File: src/rtl/instr_sequencer.sv
// Program sequencer: holds a 16-word program buffer and issues one instruction
// per accepted cycle to the datapath, with stall, single-step and abort control.
module instr_sequencer #(
  parameter int IW    = 9,
  parameter int DEPTH = 16,
  parameter int AW    = 4
) (
  input  logic          clk,
  input  logic          rst_n,
  input  logic          load_en,
  input  logic [AW-1:0] load_addr,
  input  logic [IW-1:0] load_instr,
  input  logic [AW:0]   prog_len,
  input  logic          start,
  input  logic          abort,
  input  logic          step_mode,
  input  logic          step,
  input  logic          stall,
  output logic [IW-1:0] instr_out,
  output logic          instr_valid,
  output logic [AW-1:0] pc,
  output logic          busy,
  output logic          done,
  output logic          load_err
);

  typedef enum logic [1:0] {S_IDLE, S_RUN, S_DONE} state_t;

  state_t        state_q, state_d;
  logic [AW-1:0] pc_q, pc_d;
  logic [AW:0]   len_q, len_d;
  logic [IW-1:0] instr_q, instr_d;
  logic          vld_q, vld_d;
  logic          lerr_q, lerr_d;
  logic          wr_en;
  logic          last;

  logic [IW-1:0] mem [DEPTH];

  // len_q is never zero while in RUN, so len_q-1 cannot underflow there.
  assign last = ({1'b0, pc_q} == (len_q - (AW+1)'(1)));

  always_comb begin
    state_d = state_q;
    pc_d    = pc_q;
    len_d   = len_q;
    instr_d = instr_q;
    vld_d   = 1'b0;
    lerr_d  = lerr_q;
    wr_en   = 1'b0;

    case (state_q)
      S_IDLE, S_DONE: begin
        if (load_en) begin
          wr_en = 1'b1;
          if (state_q == S_DONE) state_d = S_IDLE;
        end else if (start && !abort) begin
          len_d   = prog_len;
          pc_d    = '0;
          lerr_d  = 1'b0;
          state_d = (prog_len == '0) ? S_DONE : S_RUN;
        end
      end
      S_RUN: begin
        if (load_en) lerr_d = 1'b1;
        if (!abort && !stall && (!step_mode || step)) begin
          instr_d = mem[pc_q];
          vld_d   = 1'b1;
          if (last) begin
            pc_d    = '0;
            state_d = S_DONE;
          end else begin
            pc_d = pc_q + AW'(1);
          end
        end
      end
      default: state_d = S_IDLE;
    endcase

    // Abort overrides everything but leaves the last issued word on instr_out.
    if (abort) begin
      state_d = S_IDLE;
      pc_d    = '0;
      vld_d   = 1'b0;
    end
  end

  always_ff @(posedge clk or negedge rst_n) begin
    if (!rst_n) begin
      state_q <= S_IDLE;
      pc_q    <= '0;
      len_q   <= '0;
      instr_q <= '0;
      vld_q   <= 1'b0;
      lerr_q  <= 1'b0;
    end else begin
      state_q <= state_d;
      pc_q    <= pc_d;
      len_q   <= len_d;
      instr_q <= instr_d;
      vld_q   <= vld_d;
      lerr_q  <= lerr_d;
    end
  end

  always_ff @(posedge clk) begin
    if (wr_en) mem[load_addr] <= load_instr;
  end

  assign instr_out   = instr_q;
  assign instr_valid = vld_q;
  assign pc          = pc_q;
  assign busy        = (state_q == S_RUN);
  assign done        = (state_q == S_DONE);
  assign load_err    = lerr_q;

endmodule

File: config.mk
export PLATFORM = sky130hd
export DESIGN_NAME = instr_sequencer
export DESIGN_NICKNAME = d
export VERILOG_FILES = /design/src/rtl/instr_sequencer.sv
export SDC_FILE = /design/constraint.sdc
export NUM_CORES = 1
export LEC_CHECK = 0
export CAP_MARGIN = 20
export CELL_PAD_IN_SITES_DETAIL_PLACEMENT = 0
export CELL_PAD_IN_SITES_GLOBAL_PLACEMENT = 1
export CORE_AREA = 8 8 153 155
export DETAILED_ROUTE_END_ITERATION = 10
export DIE_AREA = 0 0 161 163
export PLACE_DENSITY_LB_ADDON = 0.1
export SYNTH_ARGS = -nofsm -noshare
export SYNTH_HDL_FRONTEND = slang
export SYNTH_SLANG_ARGS = --single-unit
File: constraint.sdc
create_clock -name clk -period 2.59 [get_ports clk]
set_input_delay 0.518 -clock clk [delete_from_list [all_inputs] [get_ports clk]]
set_output_delay 0.518 -clock clk [all_outputs]
set_load 0.02 [all_outputs]
==> metrics.md, run 1 <==
| Metric | Value |
|---|---|
| Worst-skew pair later-pin latency | 0.43 ns |
| Critical Path RT | 2.07 ns |
| Crit path max fanout | 24 |
| CP endpoint kind | output pin |
| Most frequent cell after synthesis | edfxtp_1 |
| Initial DRC count | 264 |
| CTS Buf Count | 17 |
| Ranking of synthesized cells by area | edfxtp_1 (65%), mux4_2 (12%), dfrtp_1 (8.3%), mux2i_1 (2.7%), a21o_1 (1.0%) |
| Number of routed nets with antenna violations | 0 |
| XOR/XNOR share of the synthesized area | less than 1% |
| Kind of critical path | reg -> out |
| Mux contribution to synthesized area | 15.5% |
| DR vias/cell | 4.79 |
| Detailed Routing Iterations Pass 1 | 4 |
| Worst Setup Start Kind | flip-flop |
| Residual DRC | 0 |
| Hold_buf cts | 0 |
| Synth top cells by count | edfxtp_1 (144), mux4_2 (36), dfrtp_1 (22) |
| GRT Total Usage | 12.5% |
| R2R depth | 7 |
| Synth Area in Simple Gates | between 4 and 5% |
| EDFF count, synth | 144 |
| Top FF cell, synth | edfxtp_1 |
| # rows | 53 |
| Asr flop ratio synth | 13.3% |
| Post-synth top area share | 65.3% |
| Num ports | 43 |
| Die X | 161 µm |
| Post-synth top area cell | edfxtp_1 |
| FF+latch count, synth | 166 |
| Total negative slack | 0 ns |
| Power, Total | 6.46 mW |
| Routed wire length | approximately 15000 µm |
| Origin of the critical flop-to-flop path | len_q[0] |
| Synth Area in Compound Gates | under 10% |
| CTS root buf | clkbuf_16 |
| Max capacitance violation total | 0 |
| Syn_area_per_cell | 19.4 µm² |
| Clk sinks | 166 |
| Via Count | 3434 |
| Post-CTS setup buffers | 0 |
| Core ar. | 20800 µm² |
| Reg clk slew, reported paths | roughly 0.070 ns |
| Main combinational cell family by area after synthesis | multiplexers |
| Fin crit share | 93.3% |
| Gate Count Post-Synth | between 300 and 400 |
| Reg2reg end | state_q[0] |
| Largest net degree at the start of global routing | 25 |
| Min Tclk post-route | 2.42 ns |
| Max Slew Vio Count | 0 |
| PD cells | a little under 800 nW/µm² |
| Status | complete, no violations |
| Max-Slew Margin vs Limit | 55.0% |
| CTS tree | built |
| CTS-repair resized insts | 0 |
| Grt total ovfl | 0 |
| Fin. Hold Viols | 0 |
| Adder-cell area share of the yosys netlist | 0.378% |
| Initial antenna violation count | 0 |
| Cell variety after synth | 43 |
| WP data arrival | about 1.9 ns |
| Clock Path Buffers | 2 |
| Placer Congestion | 0.687 |
| Starting Density | between 30% and 40% |
| Seq/Total Area, Yosys | approximately 74% |
| Area Growth Syn to Fin | 25.1% |
| Share of layout cells above drive strength 1 | between 20% and 30% |
| Syn Nets | 370 |
| First-pass GRT wire length | about 24000 µm |
| RSZ-0062 raised after global routing | false |
| Min-delay worst type | in -> async |
| Number of setup violations in the final report | 0 |
| Vias in the first global route | 3745 |
| Clock skew | 0.0174 ns |
| LEAKAGE | 2.90 nW |
| Fmax | 414 MHz |
| R2R setup slack | about 0.37 ns |
| Post-DP HPWL | 10600 µm |
| Peak VDD IR | 455 µV |
| Synth warnings | 0 |
| Die area | 26200 µm² |
| Actual slew at the worst max-slew pin | slightly below 0.7 ns |
| Die height | ~160 µm |
| Syn Std Cell Area | around 6600 µm² |
| Layout net count | between 400 and 500 |
| Post-DR wirelength/cell | 21.5 µm |
| H-tree levels | 4 |
| IO Port Bufs | 42 |
-- worst max-delay path by stage --
stage	start	to	slack (ns)	depth (start not counted)
floorplan	state_q[0]	mem[8][0]	0.40	4
global placement	load_en	mem[8][5]	0.29	5
detailed placement	load_en	mem[8][7]	0.29	5
CTS	pc[0]	pc[0]	0.12	2
global route	pc[0]	pc[0]	0.05	2
finish	pc[1]	pc[1]	0.17	2
-- through the flow --
stage / cell area (µm²) / utilization [%] / hold WS [ns] / setup WS, ns / instances
floorplan: 6620 / - / 0.222 / 0.403 / 342
detailed placement: 7650 / 36.7 / 0.469 / 0.288 / 684
finish: 8280 / 39.8 / 0.461 / 0.174 / 717
global placement: 7650 / 36.7 / 0.470 / 0.289 / 684
CTS: 8280 / 39.8 / 0.454 / 0.116 / 716
global route: 8280 / 39.8 / 0.503 / 0.0502 / 716
-- worst max-delay path, cell delays in order (launching register included) --
cell             delay, ns
dfrtp_2               0.57
buf_12                0.25
clkdlybuf4s50_1       0.65
-- logic make-up after synthesis --
| logic type | count (synthesis) |
|---|---|
| muxes | 57 |
| DFF | 166 |
| buffers and inverters | 19 |
| AOI/OAI and AO/OA | 35 |
| adders and majority gates | 2 |
| xor gates and xnor gates | 5 |
| and+or+nand+nor | 58 |
-- per-layer routing --
metal / vias to the layer above / track usage (%) / routed length [µm]
li1: 1565 / - / -
met1: 1794 / 16.3 / 7250
met2: 65 / 19.8 / 7430
met3: 10 / 3.39 / 562
met4: 0 / 4.04 / 181
met5: - / 0 / 0
-- cell usage in the layout, fill, tap and decap left out, types with 4 or more instances in the layout --
cell type / instances
nor3_1: 5
xnor2_1: 5
nand2_1: 9
dfrtp_1: 20
o22ai_1: 10
inv_1: 5
a21o_1: 9
clkbuf_16: 17
edfxtp_1: 144
buf_4: 35
mux2i_1: 18
nor2_1: 18
clkdlybuf4s50_1: 42
o21ai_0: 5
inv_6: 4
mux4_2: 36
nand2b_1: 5
-- power by group --
part / internal, mW / leakage (nW) / switching, mW
clock network: 1.48 / 0.303 / 1.15
logic: 0.373 / 1.02 / 0.353
registers: 3.02 / 1.58 / 0.0868
total: 4.88 / 2.90 / 1.59
-- area by class of cell --
cell class	instances	area, µm²
Sequential cell	166	4880
Inverter	6	22.5
Clock inverter	15	203
Fill cell	1884	12500
Timing Repair Buffer	80	743
Clock buffer	17	425
Multi-Input combinational cell	157	1660
Tap cell	275	344
Antenna cell	1	2.50
-- state kept, by name, summed over array words and instances, names as in the netlist --
| name | flops |
|---|---|
| pc | 4 |
| state_q | 2 |
| len_q | 5 |
| mem | 144 |
| instr_out | 9 |
| instr_valid | 1 |
| load_err | 1 |
Note: power is estimated with default switching activity, not from simulation.
==> inputs of run 2 (changes only) <==
--- a/config.mk
+++ b/config.mk
@@ -14,2 +14,3 @@
 export PLACE_DENSITY_LB_ADDON = 0.1
+export SLEW_MARGIN = 40
 export SYNTH_ARGS = -nofsm -noshare
==> constraint.sdc (replaced) <==
create_clock -name clk -period 2.59 [get_ports clk]
set_input_delay 0.259 -clock clk [delete_from_list [all_inputs] [get_ports clk]]
set_output_delay 0.259 -clock clk [all_outputs]
set_load 0.02 [all_outputs]
==> metrics.md, run 2 (synthesis results as in run 1) <==
| Metric | Value |
|---|---|
| Status | complete, no violations |
| Post-CTS setup buffers | 0 |
| Seq pwr share | approximately half |
| Most flop-heavy register | mem |
| LEAKAGE | roughly 2.9 nW |
| Fin. Hold Viols | 0 |
| Largest net degree at the start of global routing | 23 |
| IO Port Bufs | 42 |
| Detailed Routing Iterations Pass 1 | 6 |
| CTS root buf | clkbuf_16 |
| Critical Path RT | 2.33 ns |
| First-pass GRT wire length | 23500 µm |
| Most common cell after layout, fill and taps aside | edfxtp_1 |
| FF/Latch Area | 4880 µm² |
| Fmax | 430 MHz |
| Number of setup violations in the final report | 0 |
| Layout net count | 454 |
| Peak VDD IR | 301 µV |
| Worst-skew pair later-pin latency | 0.43 ns |
| CTS-repair resized insts | 0 |
| Min-delay worst type | in -> async |
| Max-Slew Margin vs Limit | 55.6% |
| Origin of the critical flop-to-flop path | len_q[0] |
| Logic gate share of total power | 11.2% |
| Residual DRC | 0 |
| Clock skew | 0.0151 ns |
| Share of layout cells above drive strength 1 | 27.3% |
| ANT cells | 0 |
| Footprint of the multi-input gates | 1660 µm² |
| Max capacitance violation total | 0 |
| GRT Total Usage | around an eighth |
| Max Slew Vio Count | 0 |
| H-tree levels | 4 |
| Worst Setup Start Kind | flip-flop |
| Die area | 26200 µm² |
| Clock share of power | 39.3% |
| Area Growth Syn to Fin | 24.3% |
| Actual slew at the worst max-slew pin | roughly 0.66 ns |
| RSZ-0062 raised after global routing | false |
| Switch share | 25.7% |
| Final core occ | around 40% |
| CP endpoint kind | output pin |
| Routed wire length | 15100 µm |
| # rows | 53 |
| Clock Path Buffers | 2 |
| Vias in the first global route | 3688 |
| Switching Power | around 1.6 mW |
| Initial antenna violation count | 0 |
| Total negative slack | 0 ns |
| Reg clk slew, reported paths | approximately 0.070 ns |
| Placer Congestion | 0.704 |
| Post-DP HPWL | 10500 µm |
| Core ar. | 20800 µm² |
| Crit path max fanout | 16 |
| Num ports | 43 |
| Number of routed nets with antenna violations | 0 |
| Fillers | 1895 |
| Hold_buf cts | 0 |
| Die height | around 160 µm |
| Grt total ovfl | 0 |
| Int Pwr | ~4.7 mW |
| CTS tree | built |
| Die X | 161 µm |
| Fin cells | 714 |
| Starting Density | 31.8% |
| Clk sinks | 166 |
| WP data arrival | 2.07 ns |
| Most frequent cells in the layout | edfxtp_1 (144), clkdlybuf4s50_1 (42), mux4_2 (36), buf_4 (33), dfrtp_1 (20) |
| Largest register FFs | 144 |
| Via Count | 3436 |
| CTS Buf Count | 17 |
| Fin crit share | approximately nine tenths |
| Placed cell count | approximately 680 |
| Post-DR wirelength/cell | 21.2 µm |
| Kind of critical path | reg -> out |
| PD cells | 768 nW/µm² |
| Worst setup startpoint | pc[0] |
| Min Tclk post-route | around 2.3 ns |
| DR vias/cell | between 4 and 5 |
| Initial DRC count | 223 |
run 2: changes by cell type in the layout (fill, tap and decap cells not counted), sizes merged:
cell	change
inv	+3
buf	-2
bufinv	-2
clkinvlp	-1
diode	-1
run 2: final timing paths:
check                                to  slack, ns  cells after the start
hold reg to reg            instr_out[5]       0.51                      1
min in group clk               len_q[1]       0.44                      3
hold / removal                 len_q[3]       0.20                      2
setup / recovery                  pc[0]       0.26                      2
max in group asynchronous         pc[1]       2.11                      2
setup reg to reg             state_q[0]       0.41                      7
run 2: cell type report:
| cell class | count | area share (%) |
|---|---|---|
| clock buffer | 17 | 5.17 |
| clock inverter | 15 | 2.05 |
| inverter | 6 | 0.274 |
| multi-input combinational | 157 | 20.2 |
| sequential | 166 | 59.3 |
| tap | 275 | 4.18 |
| timing repair buffer | 78 | 8.85 |
run 2: power by group through the flow:
| stage | clock (mW) | sequential, mW | combinational [mW] |
|---|---|---|---|
| final | 2.49 | 3.13 | 0.707 |
| after global routing | 2.66 | 3.15 | 0.776 |
| after CTS | 2.55 | 3.13 | 0.726 |
| after detailed placement | 0 | 3.19 | 0.724 |
| after global placement | 0 | 3.19 | 0.718 |
| after floorplan | 0 | 3.22 | 0.318 |
run 2: worst max-delay path, cell delays in order (launching register included):
cell and delay [ns]:
dfrtp_2 0.59, buf_4 0.37, clkdlybuf4s50_1 0.67
run 2: stage by stage:
stage | total power, mW | worst slack, ns | cell area (µm²) | hold WS (ns)
final | 6.32 | 0.262 | 8230 | 0.201
after global routing | 6.58 | 0.101 | 8230 | 0.238
after CTS | 6.41 | 0.176 | 8230 | 0.196
after detailed placement | 3.91 | 0.300 | 7630 | 0.502
after global placement | 3.90 | 0.364 | 7630 | 0.484
after floorplan | 3.54 | 0.403 | 6620 | -0.0366
run 2: routing by layer:
metal | routed length [µm] | GRT usage [%] | vias to the layer above
li1 | - | - | 1568
met1 | 6910 | 15.7 | 1793
met2 | 7450 | 20.1 | 63
met3 | 550 | 2.86 | 12
met4 | 197 | 4.50 | 0
met5 | 0 | 0 | -
